[config.mk]
export PLATFORM = sky130hd
export DESIGN_NAME = booth_multiplier_seq
export DESIGN_NICKNAME = d
export VERILOG_FILES = /design/src/rtl/booth_multiplier_seq.sv
export SDC_FILE = /design/constraint.sdc
export NUM_CORES = 1
export LEC_CHECK = 0
export BUFFER_PORTS_ARGS = -buffer_cell sky130_fd_sc_hd__buf_2
export CORE_MARGIN = 3
export CORE_UTILIZATION = 50
export CTS_CLUSTER_DIAMETER = 100
export DETAILED_ROUTE_END_ITERATION = 10
export GPL_TIMING_DRIVEN = 0
export PLACE_DENSITY = 0.67
export SETUP_SLACK_MARGIN = 0.2
export SYNTH_ARGS = -nofsm -noshare
export SYNTH_HDL_FRONTEND = slang
export SYNTH_HIERARCHICAL = 1
export SYNTH_SLANG_ARGS = --single-unit
[constraint.sdc]
create_clock -name clk -period 5.7 [get_ports clk]
set_input_delay 1.14 -clock clk [delete_from_list [all_inputs] [get_ports clk]]
set_output_delay 1.14 -clock clk [all_outputs]
set_load 0.1 [all_outputs]
[src/rtl/booth_multiplier_seq.sv]
// Sequential radix-4 Booth multiplier for MULT/MULTU: one recoded digit pair per
// RUN cycle, start/busy/done handshake, and a HI/LO result that is held between operations.

module booth_recoder_3b (
    input  logic [2:0] i_bits,
    output logic [1:0] o_op1,
    output logic [1:0] o_op0
);
    // Commands: 00 = nop, 01 = add, 10 = sub. op1 weighs 2*A and op0 weighs A.
    always_comb begin
        o_op1 = 2'b00;
        o_op0 = 2'b00;
        case (i_bits)
            3'b001, 3'b010: o_op0 = 2'b01;
            3'b011:         o_op1 = 2'b01;
            3'b100:         o_op1 = 2'b10;
            3'b101, 3'b110: o_op0 = 2'b10;
            default: begin
                o_op1 = 2'b00;
                o_op0 = 2'b00;
            end
        endcase
    end
endmodule

module booth_multiplier_seq #(
    parameter int WIDTH = 32
) (
    input  logic             clk,
    input  logic             rst,
    input  logic             start,
    input  logic             is_signed,
    input  logic [WIDTH-1:0] multiplicand,
    input  logic [WIDTH-1:0] multiplier,
    output logic             busy,
    output logic             done,
    output logic [WIDTH-1:0] hi,
    output logic [WIDTH-1:0] lo,
    output logic [1:0]       dbg_state
);
    localparam int AW = 2 * WIDTH + 2;
    localparam int BW = WIDTH + 3;
    localparam int N  = WIDTH / 2 + 1;
    localparam int CW = $clog2(N);

    typedef enum logic [1:0] {
        S_IDLE = 2'd0,
        S_RUN  = 2'd1,
        S_DONE = 2'd2
    } state_t;

    state_t          r_state;
    state_t          w_state_next;
    logic [AW-1:0]   r_a;
    logic [BW-1:0]   r_b;
    logic [AW-1:0]   r_acc;
    logic [CW-1:0]   r_cnt;
    logic [WIDTH-1:0] r_hi;
    logic [WIDTH-1:0] r_lo;

    logic [AW-1:0]   w_a_ext;
    logic [BW-1:0]   w_b_ext;
    logic [1:0]      w_op1;
    logic [1:0]      w_op0;
    logic [AW-1:0]   w_term0;
    logic [AW-1:0]   w_term1;
    logic [AW-1:0]   w_acc_next;
    logic            w_last;
    logic            w_capture;

    assign w_a_ext = is_signed ? {{(WIDTH + 2){multiplicand[WIDTH-1]}}, multiplicand}
                               : {{(WIDTH + 2){1'b0}}, multiplicand};
    assign w_b_ext = {(is_signed ? {2{multiplier[WIDTH-1]}} : 2'b00), multiplier, 1'b0};

    booth_recoder_3b u_recoder (
        .i_bits (r_b[2:0]),
        .o_op1  (w_op1),
        .o_op0  (w_op0)
    );

    // r_a is pre-shifted by 2 every iteration, so it already equals A << 2i.
    always_comb begin
        w_term0 = '0;
        w_term1 = '0;
        case (w_op0)
            2'b01:   w_term0 = r_a;
            2'b10:   w_term0 = -r_a;
            default: w_term0 = '0;
        endcase
        case (w_op1)
            2'b01:   w_term1 = {r_a[AW-2:0], 1'b0};
            2'b10:   w_term1 = -{r_a[AW-2:0], 1'b0};
            default: w_term1 = '0;
        endcase
    end

    assign w_acc_next = r_acc + w_term0 + w_term1;
    assign w_last     = (r_cnt == CW'(N - 1));
    assign w_capture  = start && ((r_state == S_IDLE) || (r_state == S_DONE));

    always_comb begin
        w_state_next = r_state;
        case (r_state)
            S_IDLE:  if (start) w_state_next = S_RUN;
            S_RUN:   if (w_last) w_state_next = S_DONE;
            S_DONE:  w_state_next = start ? S_RUN : S_IDLE;
            default: w_state_next = S_IDLE;
        endcase
    end

    always_ff @(posedge clk) begin
        if (rst) begin
            r_state <= S_IDLE;
            r_a     <= '0;
            r_b     <= '0;
            r_acc   <= '0;
            r_cnt   <= '0;
            r_hi    <= '0;
            r_lo    <= '0;
        end else begin
            r_state <= w_state_next;
            if (w_capture) begin
                r_a   <= w_a_ext;
                r_b   <= w_b_ext;
                r_acc <= '0;
                r_cnt <= '0;
            end else if (r_state == S_RUN) begin
                r_a   <= {r_a[AW-3:0], 2'b00};
                r_b   <= {{2{r_b[BW-1]}}, r_b[BW-1:2]};
                r_acc <= w_acc_next;
                r_cnt <= r_cnt + CW'(1);
                if (w_last) begin
                    r_hi <= w_acc_next[2*WIDTH-1:WIDTH];
                    r_lo <= w_acc_next[WIDTH-1:0];
                end
            end
        end
    end

    assign busy      = (r_state == S_RUN);
    assign done      = (r_state == S_DONE);
    assign hi        = r_hi;
    assign lo        = r_lo;
    assign dbg_state = r_state;
endmodule

# Word level (Yosys, flattened, before mapping)
# Index checks and enable logic that the tools add are counted.
[word_totals]
ff_bits = 238
out_inout_bits = 68
[classes]
n_addsub = 5
eq_ne = 15
muxes = 14
bitwise_logic = 1
n_reduce_logical = 9
[ops]
columns = ["cell", "count"]
rows = [
  ["$pmux 66 s2", 2],
  ["$mux 66", 3],
  ["$add 66x66->66", 2],
  ["$neg 66->66", 2],
  ["$mux 35", 1],
  ["$mux 34", 1],
  ["$eq 3x3->1 const B", 3],
  ["$pmux 2 s2", 2],
  ["$eq 2x1->1 const B", 3],
  ["$eq 2x2->1 const B", 3],
  ["$eq 3x2->1 const B", 2],
  ["$mux 2", 3],
  ["$pmux 2 s3", 1],
  ["$reduce_or 2->1", 3],
  ["$add 5x1->5 const B", 1],
  ["$eq 5x5->1 const B", 1],
  ["$eq 3x1->1 const B", 1],
  ["$reduce_and 3->1", 1],
  ["$logic_not 2->1", 1],
  ["$ne 2x1->1 const B", 1],
  ["$ne 2x2->1 const B", 1],
  ["$reduce_and 2->1", 1],
  ["$reduce_bool 2->1", 1],
  ["$logic_and 1x1->1", 1],
  ["other kinds (3)", 3],
]

# Longest topological paths before layout
[logic_depth]
depth_word = 7
mapped_depth = 26
ltp_nobuf = 25

# Hierarchy
# The synthesis kept the hierarchy.
[modules_own_cells]
columns = ["module", "n_inst", "cells_per_inst", "area_each_um2"]
rows = [
  ["booth_multiplier_seq", 1, 2481, 17521.8],
  ["booth_recoder_3b", 1, 6, 33.8],
]

# Least setup slack after synthesis
# OpenSTA, ideal clock, no wires.
[synth_timing]
path_type = "reg-to-reg"
startpoint = "register r_a[0]"
endpoint = "register r_hi[22], in the netlist hi[22]"
setup_ps = 63
arrival_time_ps = 5904
t_required_ps = 5637
slack_ps = -266
path_stages_with_launch = 25
path_buffers = 2
period_less_slack_ps = 5966
path_cell_list = "dfxtp_1 -> inv_1 -> ha_1 -> or3b_2 -> nor4b_1 -> and4_1 -> nand3b_1 -> nor3_2 -> nand2b_1 -> nor4_2 -> a21o_1 -> a21oi_1 -> nor2_1 -> fa_1 -> ha_1 -> clkbuf_1 -> nand3_1 -> nor3_1 -> or3b_2 -> nand3b_1 -> or2_1 -> clkbuf_1 -> a41oi_1 -> or4_1 -> nand3_1"
[synth_via]
elab_chain_len = 4
word_cells_on_any_way = 6
cone_classes = "add/sub (4); mux (2)"
[synth_lines]
columns = ["element", "line_no", "source"]
rows = [
  ["start: declaration", "54", "logic [AW-1:0] r_a;"],
  ["start signal: assignment", "123", "r_a <= w_a_ext;"],
  ["start signal: assignment", "128", "r_a <= {r_a[AW-3:0], 2'b00};"],
  ["$neg 66->66", "87", "2'b10: w_term0 = -r_a;"],
  ["$pmux 66 s2", "85", "case (w_op0)"],
  ["$add 66x66->66", "97", "assign w_acc_next = r_acc + w_term0 + w_term1;"],
  ["$add 66x66->66 (*)", "97", ""],
  ["end signal: assignment", "133", "r_hi <= w_acc_next[2*WIDTH-1:WIDTH];"],
  ["end: declaration", "58", "logic [WIDTH-1:0] r_hi;"],
]
# Mark *: on every way between the ends. The rest lies on a longest branch, timed or not.
# A chain may end at the register's enable or synchronous reset.

# Worst setup path after layout
[layout_timing]
startpoint = "register r_a[1]"
endpoint = "register r_hi[29], in the netlist hi[29]"
# Same word-level chain as after synthesis.

==> results.sh <==
export IMPL_slowest_delay_ns=0.57
export IMPL_hold_violations=0
export IMPL_fin_tns_setup_ns=-14.70
export IMPL_crit_path_end_kind="register"
export IMPL_port_buffers=135
export IMPL_max_slew_margin_rel_pct=23.01
export IMPL_grt_ovfl_total=0
export IMPL_synth_cells=2487
export IMPL_core_region_area_um2=34040
export IMPL_diodes=0
export IMPL_fin_crit_sh_pct=111.0
export IMPL_clock_sinks=234
export IMPL_grt_max_degree=15
export IMPL_crit_type="register to register"
export IMPL_ant_nets=0
export IMPL_antenna_found_initial=0
export IMPL_synth_async_reset_ratio_pct=0
export IMPL_min_path_type="register to register"
export IMPL_seq_area_um2=4693
export IMPL_ios=136
export IMPL_cp_required_ns=6.13
export IMPL_finalWirelength_um=71430
export IMPL_htree_levels=1
export IMPL_clkLatencyLatePin_ns=0.59
export IMPL_cp_common_cell="buf_4"
export IMPL_syn_num_nets=2688
export IMPL_rows=67
export IMPL_routedWlPerCell_um=22.04
export IMPL_tritoncts="done"
export IMPL_critical_path_slowest_cell="fa_1"
export IMPL_cts_buffer_depth=3
export IMPL_vdd_ir_drop_max_uv=256.7
export IMPL_grt_pass1_wl_um=106600
export IMPL_synth_edf_count=0
export IMPL_clockRootBuffer="clkbuf_16"
export IMPL_crit_arrival_ns=6.75
export IMPL_failed_checks="setup timing"
export IMPL_yosysMostFrequentCell="nand2_1"
export IMPL_grt_pass1_vias=18960
export IMPL_leakage_nw=9.221
export IMPL_final_nets=2971
export IMPL_worst_hold_path_num_cells=2
export IMPL_first_pass_iters=6
export IMPL_ys_seq_elements=234
export IMPL_start_util_pct=51.58
export IMPL_path_depth=30
export IMPL_worst_slack_ns=-0.6249
export IMPL_track_usage_pct=35.57
export IMPL_drcViolationCount=0
export IMPL_drv_cap=0
export IMPL_ys_warnings_count=6
export IMPL_ys_top_cells_by_count="nand2_1 (453), a21oi_1 (372), dfxtp_1 (234), nor2_1 (234), clkbuf_1 (172)"
export IMPL_drtIter0Drc=2035
export IMPL_cp_start_kind="register"
export IMPL_ff2ff_path_depth=30
export IMPL_area_growth_pct=28.53
export IMPL_synthesis_area_um2=17560
export IMPL_place_congestion=0.9783
export IMPL_synthTopCellsByArea="dfxtp_1 (27%), a21oi_1 (11%), nand2_1 (9.7%), fa_1 (7.2%), nor2_1 (5.0%)"
export IMPL_die_width_um=193.4
export IMPL_yosysSeqAreaShare_pct=26.68
export IMPL_dr_total_vias=19930
export IMPL_path_clk_slew_ns=0.06
export IMPL_setup_viol=47
export IMPL_die_h_um=193.4
export IMPL_yosys_area_top_type_share_pct=26.68
export IMPL_drive_gt1_share_pct=22.82
export IMPL_syn_area_per_cell_um2=7.059
export IMPL_fmax_ghz=0.1581
export IMPL_outcome="finished with violations"
export IMPL_timing_final_crit_period_ns=6.325
export IMPL_power_density_nw_per_um2=202.5
export IMPL_cts_buffers=28
export IMPL_multi_input_area_um2=13320
export IMPL_skew_ns=0.01095
export IMPL_synthFlopType="dfxtp_1"
export IMPL_cpLargestDelayFamily="compound AO/OA/AOI/OAI gates"
export IMPL_rsz0062_at_grt="true"
export IMPL_num_fill_cells=3027
export IMPL_viasPerCell=6.152
export IMPL_utilization_pct=66.30
export IMPL_drv_slew=0
export IMPL_ys_types=82
export IMPL_place_hpwl_um=52700
export IMPL_crit_buf_inv=9
export IMPL_path_max_fanout=5
export IMPL_max_slew_worst_pin_slew_ns=1.151
export IMPL_die_area_um2=37400
export IMPL_synth_largest_area_cell="dfxtp_1"
[cells by family after synthesis]
group | Yosys count | share of synthesized area [%]
simple gates | 1079 | 28.61
compound gates | 672 | 22.34
buf+inv | 303 | 6.771
flops | 234 | 26.68
fa+ha+maj | 133 | 12.17
xor+xnor | 60 | 3.072
mux | 6 | 0.3492
[layout by cell type (no fill, tap or decap), types with 15 or more instances in the layout]
master	instances
nand2_1	440
a21oi_1	320
dfxtp_1	231
nor2_1	211
buf_2	154
clkbuf_1	132
nor3_1	124
buf_4	90
inv_1	79
a22oi_1	69
fa_1	62
o21ai_0	61
ha_1	57
a21oi_2	41
a21o_1	40
nand3_1	38
buf_6	33
clkbuf_2	30
nand4_1	30
clkbuf_16	29
nand3b_1	28
xnor2_1	22
buf_1	19
xor2_1	17
o21ai_1	16
or2_2	15
[flip-flops by register name (all words and copies together) (netlist names)]
register / count
lo: 32
r_acc: 64
r_cnt: 5
dbg_state: 2
hi: 32
r_a: 64
r_b: 35
[report_power, final]
part | total (mW) | switching [mW] | internal, mW
Clock | 1.83 | 0.781 | 1.05
Sequential | 1.75 | 0.0532 | 1.70
Combinational | 0.989 | 0.654 | 0.335
[cell type report]
class,count,share of cell area [%]
repair buffers,253,7.475
clock buffers,38,3.449
well taps,448,2.484
plain buffers,217,4.669
clock inverters,14,0.6432
inverters,86,1.442
multi-input cells,1950,59.04
flip-flops and latches,234,20.80
[path summary, 6_finish.rpt]
path	start	to	slack, ns
max reg2reg	r_a[1]	hi[29]	-0.62
min reg2reg	lo[23]	lo[23]	0.45
max	r_a[1]	hi[29]	-0.62
min	lo[23]	lo[23]	0.45
[through the flow]
stage               std cells  setup slack, ns  instance area, um2  hold slack (ns)  power [mW]
global placement         3070           -1.501               18930           0.4412       2.556
global route             3240          -0.7283               22560           0.4678       4.725
floorplan                2487           0.1394               17690           0.4363       2.309
detailed placement       3070           -1.544               18930           0.4432       2.571
finish                   3240          -0.6249               22560           0.4509       4.570
CTS                      3174          -0.3984               21180           0.4520       4.477
[routing by layer]
metal	vias up	wire (um)	GRT usage (%)
met5	-	0	0
met1	9551	28540	45.08
met4	0	4812	19.50
met3	260	5395	5.671
met2	943	32680	58.16
li1	9180	-	-
[worst reg2reg max path, delay by kind of cell (launching register included)]
family	cells	cell delay (ns)
AOI/OAI and AO/OA	9	1.88
and+or+nand+nor	9	1.86
buffers and inverters	9	1.14
adders and majority gates	3	0.93
DFF	1	0.35
[repair_timing]
item,in CTS,in global routing
pin swaps,77,95
gates resized for setup,233,213
hold buffers,0,0
gates cloned,0,1
endpoints found under the setup margin,99,93
setup buffers,52,65
Note: power is estimated with default switching activity, not from simulation.
